File: src/rtl/result_reporter_pkg.sv
// rtl/result_reporter_pkg.sv - shared constants and types for the result reporter
// RESULT_CHECKSUM_EN adds a seventh XOR checksum byte to every frame.
package result_reporter_pkg;

  localparam logic [7:0] FRAME_SYNC = 8'hA5;

`ifdef RESULT_CHECKSUM_EN
  localparam int FRAME_BYTES = 7;

  // Checksum covers the pe_id byte and the four nonce bytes, not the sync byte.
  function automatic logic [7:0] frame_xor(input logic [3:0] pe_id, input logic [31:0] nonce);
    return {4'h0, pe_id} ^ nonce[31:24] ^ nonce[23:16] ^ nonce[15:8] ^ nonce[7:0];
  endfunction
`else
  localparam int FRAME_BYTES = 6;
`endif

  typedef enum logic [1:0] {
    S_IDLE = 2'd0,
    S_LOAD = 2'd1,
    S_SEND = 2'd2,
    S_NEXT = 2'd3
  } state_t;

endpackage

File: src/rtl/result_reporter_if.sv
// rtl/result_reporter_if.sv - found-nonce handshake between processing elements and the reporter
// A PE holds found_valid and its nonce until it sees found_ack at a clock edge.
interface result_reporter_if #(
  parameter int NUM_PE = 4
);
  logic [NUM_PE-1:0]    found_valid;
  logic [32*NUM_PE-1:0] found_nonce;
  logic [NUM_PE-1:0]    found_ack;

  modport master (output found_valid, output found_nonce, input found_ack);
  modport slave  (input found_valid, input found_nonce, output found_ack);
endinterface

File: src/rtl/result_reporter_uart_tx_byte.sv
// rtl/result_reporter_uart_tx_byte.sv - 8N1 byte serialiser for the result reporter
// start is taken only while idle; done pulses during the final stop-bit cycle.
module uart_tx_byte #(
  parameter int CLKS_PER_BIT = 868
) (
  input  logic       CLK,
  input  logic       nreset,
  input  logic       start,
  input  logic [7:0] data,
  output logic       tx,
  output logic       done
);

  localparam int BW = $clog2(CLKS_PER_BIT);
  localparam logic [BW-1:0] BAUD_LAST = BW'(CLKS_PER_BIT - 1);
  localparam logic [BW-1:0] BAUD_PRE  = BW'(CLKS_PER_BIT - 2);

  logic [BW-1:0] baud_cnt;
  logic [3:0]    bit_cnt;
  logic [7:0]    shreg;
  logic          active;

  always_ff @(posedge CLK or negedge nreset) begin
    if (!nreset) begin
      tx       <= 1'b1;
      done     <= 1'b0;
      active   <= 1'b0;
      baud_cnt <= '0;
      bit_cnt  <= '0;
      shreg    <= '0;
    end else begin
      done <= 1'b0;
      if (!active) begin
        if (start) begin
          active   <= 1'b1;
          tx       <= 1'b0;
          shreg    <= data;
          baud_cnt <= '0;
          bit_cnt  <= '0;
        end
      end else begin
        // Raised one cycle early so the pulse lines up with the last stop-bit cycle.
        if (bit_cnt == 4'd9 && baud_cnt == BAUD_PRE) begin
          done <= 1'b1;
        end
        if (baud_cnt == BAUD_LAST) begin
          baud_cnt <= '0;
          if (bit_cnt == 4'd9) begin
            active <= 1'b0;
          end else begin
            bit_cnt <= bit_cnt + 4'd1;
            if (bit_cnt == 4'd8) begin
              tx <= 1'b1;
            end else begin
              tx    <= shreg[0];
              shreg <= {1'b0, shreg[7:1]};
            end
          end
        end else begin
          baud_cnt <= baud_cnt + 1'b1;
        end
      end
    end
  end

endmodule

File: src/rtl/result_reporter.sv
// rtl/result_reporter.sv - round-robin collector of found nonces, framed out over an 8N1 UART
// RESULT_CHECKSUM_EN appends an XOR checksum byte to each frame.
module result_reporter
  import result_reporter_pkg::*;
#(
  parameter int NUM_PE       = 4,
  parameter int CLKS_PER_BIT = 868
) (
  input  logic                CLK,
  input  logic                nreset,
  result_reporter_if.slave    pe,
  output logic                uart_tx,
  output logic                busy,
  output logic [15:0]         frames_sent
);

  state_t        state;
  logic [3:0]    rr_ptr;
  logic [3:0]    pe_id;
  logic [31:0]   nonce_q;
  logic [2:0]    byte_idx;

  logic [15:0]   valid_pad;
  logic          grant_any;
  logic [3:0]    grant_idx;
  logic [NUM_PE-1:0] grant_vec;
  logic [31:0]   nonce_sel;
  logic [4:0]    search_idx;
  logic [4:0]    grant_inc;
  logic [3:0]    ptr_next;
  logic [7:0]    tx_data;
  logic          tx_start;
  logic          tx_done;

  assign valid_pad = 16'(pe.found_valid);

  // Circular search starting at rr_ptr; the first hit wins.
  always_comb begin
    grant_any  = 1'b0;
    grant_idx  = 4'd0;
    search_idx = 5'd0;
    for (int off = 0; off < NUM_PE; off++) begin
      search_idx = {1'b0, rr_ptr} + 5'(off);
      if (search_idx >= 5'(NUM_PE)) begin
        search_idx = search_idx - 5'(NUM_PE);
      end
      if (!grant_any && valid_pad[search_idx[3:0]]) begin
        grant_any = 1'b1;
        grant_idx = search_idx[3:0];
      end
    end
  end

  always_comb begin
    grant_vec = '0;
    nonce_sel = 32'd0;
    for (int i = 0; i < NUM_PE; i++) begin
      if (grant_any && grant_idx == 4'(i)) begin
        grant_vec[i] = 1'b1;
        nonce_sel    = pe.found_nonce[32*i +: 32];
      end
    end
  end

  assign grant_inc = {1'b0, grant_idx} + 5'd1;
  assign ptr_next  = (grant_inc == 5'(NUM_PE)) ? 4'd0 : grant_inc[3:0];

  // The ack marks the capturing edge, so it must vanish the moment reset asserts.
  assign pe.found_ack = (state == S_IDLE && nreset) ? grant_vec : '0;

  always_comb begin
    case (byte_idx)
      3'd1:    tx_data = {4'h0, pe_id};
      3'd2:    tx_data = nonce_q[31:24];
      3'd3:    tx_data = nonce_q[23:16];
      3'd4:    tx_data = nonce_q[15:8];
      3'd5:    tx_data = nonce_q[7:0];
`ifdef RESULT_CHECKSUM_EN
      3'd6:    tx_data = frame_xor(pe_id, nonce_q);
`endif
      default: tx_data = FRAME_SYNC;
    endcase
  end

  assign tx_start = (state == S_LOAD);

  always_ff @(posedge CLK or negedge nreset) begin
    if (!nreset) begin
      state       <= S_IDLE;
      rr_ptr      <= 4'd0;
      pe_id       <= 4'd0;
      nonce_q     <= 32'd0;
      byte_idx    <= 3'd0;
      busy        <= 1'b0;
      frames_sent <= 16'd0;
    end else begin
      case (state)
        S_IDLE: begin
          if (grant_any) begin
            pe_id   <= grant_idx;
            nonce_q <= nonce_sel;
            rr_ptr  <= ptr_next;
            busy    <= 1'b1;
            state   <= S_LOAD;
          end
        end
        S_LOAD: state <= S_SEND;
        S_SEND: begin
          if (tx_done) begin
            if (byte_idx == 3'(FRAME_BYTES - 1)) begin
              state <= S_NEXT;
            end else begin
              byte_idx <= byte_idx + 3'd1;
              state    <= S_LOAD;
            end
          end
        end
        S_NEXT: begin
          frames_sent <= frames_sent + 16'd1;
          byte_idx    <= 3'd0;
          busy        <= 1'b0;
          state       <= S_IDLE;
        end
        default: state <= S_IDLE;
      endcase
    end
  end

  uart_tx_byte #(
    .CLKS_PER_BIT(CLKS_PER_BIT)
  ) u_tx (
    .CLK    (CLK),
    .nreset (nreset),
    .start  (tx_start),
    .data   (tx_data),
    .tx     (uart_tx),
    .done   (tx_done)
  );

endmodule

File: src/flat_wrapper.sv
// flat-port wrapper written by rule: the top's interface ports become plain ports
module result_reporter_flat import result_reporter_pkg::*;
#(
  parameter int NUM_PE       = 4,
  parameter int CLKS_PER_BIT = 868
)
  (CLK, nreset, uart_tx, busy, frames_sent, pe_found_valid, pe_found_nonce, pe_found_ack);
  result_reporter_if #(.NUM_PE(NUM_PE)) pe_i ();
  input  logic CLK;
  input  logic nreset;
  output logic uart_tx;
  output logic busy;
  output logic [15:0] frames_sent;
  input wire logic [$bits(pe_i.found_valid)-1:0] pe_found_valid;
  input wire logic [$bits(pe_i.found_nonce)-1:0] pe_found_nonce;
  output wire logic [$bits(pe_i.found_ack)-1:0] pe_found_ack;
  assign pe_i.found_valid = pe_found_valid;
  assign pe_i.found_nonce = pe_found_nonce;
  assign pe_found_ack = pe_i.found_ack;
  result_reporter #(.NUM_PE(NUM_PE), .CLKS_PER_BIT(CLKS_PER_BIT)) u_core (.CLK(CLK), .nreset(nreset), .pe(pe_i), .uart_tx(uart_tx), .busy(busy), .frames_sent(frames_sent));
endmodule
File: config.mk
export PLATFORM = sky130hd
export DESIGN_NAME = result_reporter_flat
export DESIGN_NICKNAME = d
export VERILOG_FILES = /design/src/rtl/result_reporter_pkg.sv /design/src/rtl/result_reporter_if.sv /design/src/rtl/result_reporter_uart_tx_byte.sv /design/src/rtl/result_reporter.sv /design/src/flat_wrapper.sv
export SDC_FILE = /design/constraint.sdc
export NUM_CORES = 1
export LEC_CHECK = 0
export CORE_AREA = 2 2 114 116
export DETAILED_ROUTE_END_ITERATION = 16
export DIE_AREA = 0 0 116 118
export PLACE_DENSITY = 0.84
export SLEW_MARGIN = 20
export SYNTH_ARGS = -nofsm -noshare
export SYNTH_HDL_FRONTEND = slang
export SYNTH_SLANG_ARGS = --single-unit
File: constraint.sdc
create_clock -name CLK -period 6.5 [get_ports CLK]
set_input_delay 0.975 -clock CLK [delete_from_list [all_inputs] [get_ports CLK]]
set_output_delay 0.975 -clock CLK [all_outputs]
set_load 0.05 [all_outputs]
==> results.md <==
* First-pass GRT wire length at 23,900 µm
* Filler Cell Count at 1,125
* Reg2reg start: u_core.rr_ptr[0]
* Setup-failing EPs final at 0
* Multi-input combinational cell area at 3030 µm²
* Root cell of the clock tree: clkbuf_16
* Simple-gate share of the synthesized area at 17.7%
* Cell taking the most area after synthesis: dfrtp_1
* Area growth, synth to finish at 34.5%
* Placed Area at 7070 µm²
* Main flop type after synthesis: dfrtp_1
* Pre-antenna DRT Iters at 6
* DIE HEIGHT at 118 µm
* Clock Skews at 0.0127 ns
* Clock slew at reported path FFs at 0.07 ns
* CP bufs+invs at 2
* Post-Synth Adder-Cell Area at 6.16%
* Multiplexer area fraction after synthesis at 2.21%
* Worst Hold Class: input pin to async pin
* Outcome: finished, final reports clean
* DR WL/cell at 15.1 µm
* Core Region at 12,400 µm²
* Syn nets at 809
* Post-CTS Resized at 0
* Number of buffers inserted by port buffering at 155
* CTS Buf Count at 9
* Post-synth ARST share at 100%
* Commonest cells post-synth: 93 x nor2_1, 86 x dfrtp_1, 77 x a21oi_1
* Worst-path cell chain: inv_1 > ha_1 > xnor2_1 > ha_1 > a22oi_1 > o211ai_1 > a21boi_2 > a21boi_0 > o31ai_1 > ha_2 > and3_1 > clkdlybuf4s50_1
* Placement row count at 41
* Number of synthesized flops with an enable pin at 0
* VDD IR-drop max at 0.000184 V
* Worst Tran Pin Value at 0.971 ns
* Post-Syn Instances at 648
* Max cap viols at 0
* Relative slew slack at 35.3%
* Largest family of logic cells by synthesized area: compound AO/OA/AOI/OAI gates
* Final hold violations at 0
* Post-DP HPWL at 10,700 µm
* Top-area cell type share of the netlist area at 39.2%
* GRT overflow at 0
* Mean Syn Cell Area at 8.46 µm²
* Syn Std Cell Area at 5490 µm²
* Cts hold-fix bufs at 0
* Number of DRC markers in iteration 0 at 411
* Maximum number of pins on one net before global-route repair at 76
* Starting density of the core at 44.2%
* RePlAce Congestion at 0.882
* Top cells by area, synth: dfrtp_1 39%, a21oi_1 7.0%, nor2_1 6.4%, ha_1 6.2%, o21ai_0 5.8%
* Setup_tns at 0 ns
* Most common cell in the synthesized netlist: nor2_1
* Post-route minimum period at 5.85 ns
* CP top delay family: compound AO/OA/AOI/OAI gates
* Slowest stage delay, CP at 0.80 ns
* Register area at 2180 µm²
* Die Footprint at 13,700 µm²
* Routed vias/inst at 5.41
* Setup crit end kind: primary output
* Layout Nets at 936
* Register area share after synthesis at 39.7%
* Synth Area in Compound Gates at 25.4%
* P_leak at 0.00311 µW
* Layout cells sized above 1 at 5.64%
* Slowest CP cell: clkdlybuf4s50_1
* Count of different cell masters after synthesis at 54
* Clock Latency Late Sink at 0.34 ns
* Setup crit start: u_core.rr_ptr[0]
* Worst Path Arrival at 4.87 ns
* Drt total wl at 14,400 µm
* Final number of max-transition violations at 0
* Htree depth at 3
* Die span in x at 116 µm
* Clock sinks at 87
* TritonCTS clock tree: yes
* Power Density at 189 nW/µm²
* RSZ-0062 raised after global routing: no
* Vias at 5,154
* Worst path most repeated cell: ha_1
* Total track usage at 21.7%
* CP required at 5.52 ns
* Vias in the first global route at 4,982
* CP startpoint kind: register
* DRC at 0
* Initial antenna violation count at 1
* CP Max Fanout at 34
* Synth Register Bits at 87
* Post-synthesis xor/xnor area fraction at 3.51%
* Crit path kind: register to primary output
* Antenna Nets Post-Route at 0
* Bufs on Longest Clock Path at 2
* Synth Warn # at 0
* Final Cycle Share at 90.0%
* Final instance area at 7380 µm²
* # IOs at 156
* Fmax at 0.171 GHz
* Postcts setup bufs at 0
final timing paths:
| path | end | slack [ns] | depth (start not counted) |
|---|---|---|---|
| max | pe_found_ack[1] | 0.65 | 12 |
| min | u_core.nonce_q[28] | 0.48 | 1 |
| max reg2reg | u_core.nonce_q[17] | 1.79 | 17 |
| min reg2reg | u_core.u_tx.baud_cnt[9] | 0.48 | 1 |
| max in group asynchronous | u_core.u_tx.shreg[2] | 4.85 | 2 |
| min in group CLK | u_core.u_tx.baud_cnt[9] | 0.48 | 1 |
cell families (layout without fill, tap and decap cells):
logic type,after synthesis,in the layout
adder cells (fa/ha/maj),27,27
other,0,1
flip-flops,87,87
AO/OA/AOI/OAI,226,226
AND/OR/NAND/NOR,214,214
buffers and inverters,64,196
XOR/XNOR,22,22
multiplexers,8,8
final cells by class:
| class | instances | area share, % |
|---|---|---|
| clock buffer | 9 | 3.05 |
| clock inverter | 7 | 0.950 |
| sequential | 87 | 29.5 |
| tap | 172 | 2.92 |
| timing repair buffer | 159 | 21.4 |
| inverter | 21 | 1.07 |
| antenna | 1 | 0.0339 |
| multi-input combinational | 497 | 41.0 |
metal layers:
metal	GRT usage, %	part of all wire, %	up-vias
met3	4.22	5.8	32
met4	7.74	2.9	0
li1	-	-	2573
met5	0	0	-
met2	36.0	49	184
met1	27.9	43	2365
power by group:
part / switching, µW / total, µW / internal, µW / leakage (µW)
Sequential: 2.71 / 545 / 542 / 0.00116
Combinational: 178 / 339 / 161 / 0.00180
Clock: 242 / 514 / 272 / 0.000144
metrics by stage:
stage          setup slack [ns]  util, %  power (µW)  hold WS, ns  instances
2_1_floorplan              1.96        -         754        0.441        648
3_3_place_gp              0.853     57.0         888        0.459        936
3_5_place_dp              0.725     57.0         892        0.475        936
4_1_cts                   0.345     59.3        1410        0.475        952
5_1_grt                   0.277     59.4        1470        0.491        953
6_report                  0.650     59.4        1400        0.481        953
sequential cells by signal, indices dropped and copies added (netlist names):
register and count:
u_core.u_tx.active 1, u_core.u_tx.shreg 8, u_core.rr_ptr 4, u_core.u_tx.bit_cnt 4, u_core.busy 1, u_core.frames_sent 16
u_core.u_tx.baud_cnt 10, u_core.nonce_q 32, u_core.u_tx.done 1, u_core.u_tx.tx 1, u_core.pe_id 4, u_core.byte_idx 3
u_core.state 2
worst register-to-register path: cells and delay by family, from the launching register on:
family / cells / cell delay, ns
xor gates and xnor gates: 1 / 0.16
adders and majority gates: 3 / 1.20
DFF: 1 / 0.69
AOI/OAI and AO/OA: 9 / 1.94
and+or+nand+nor: 3 / 0.41
buffers and inverters: 1 / 0.17
placed cells by master (no fill, tap or decap), types with 5 or more instances in the layout:
master	count
o21ai_0	64
xnor2_1	16
dfrtp_1	86
and3_1	11
nor2_1	93
inv_1	21
ha_1	24
a21oi_1	77
a22oi_1	35
nand2_1	66
a221oi_1	15
nand2b_1	7
nand4_1	6
xor2_1	6
nand3_1	11
clkbuf_16	9
buf_4	5
clkdlybuf4s50_1	154
o31ai_1	6
(Power assumes the default switching activity.)
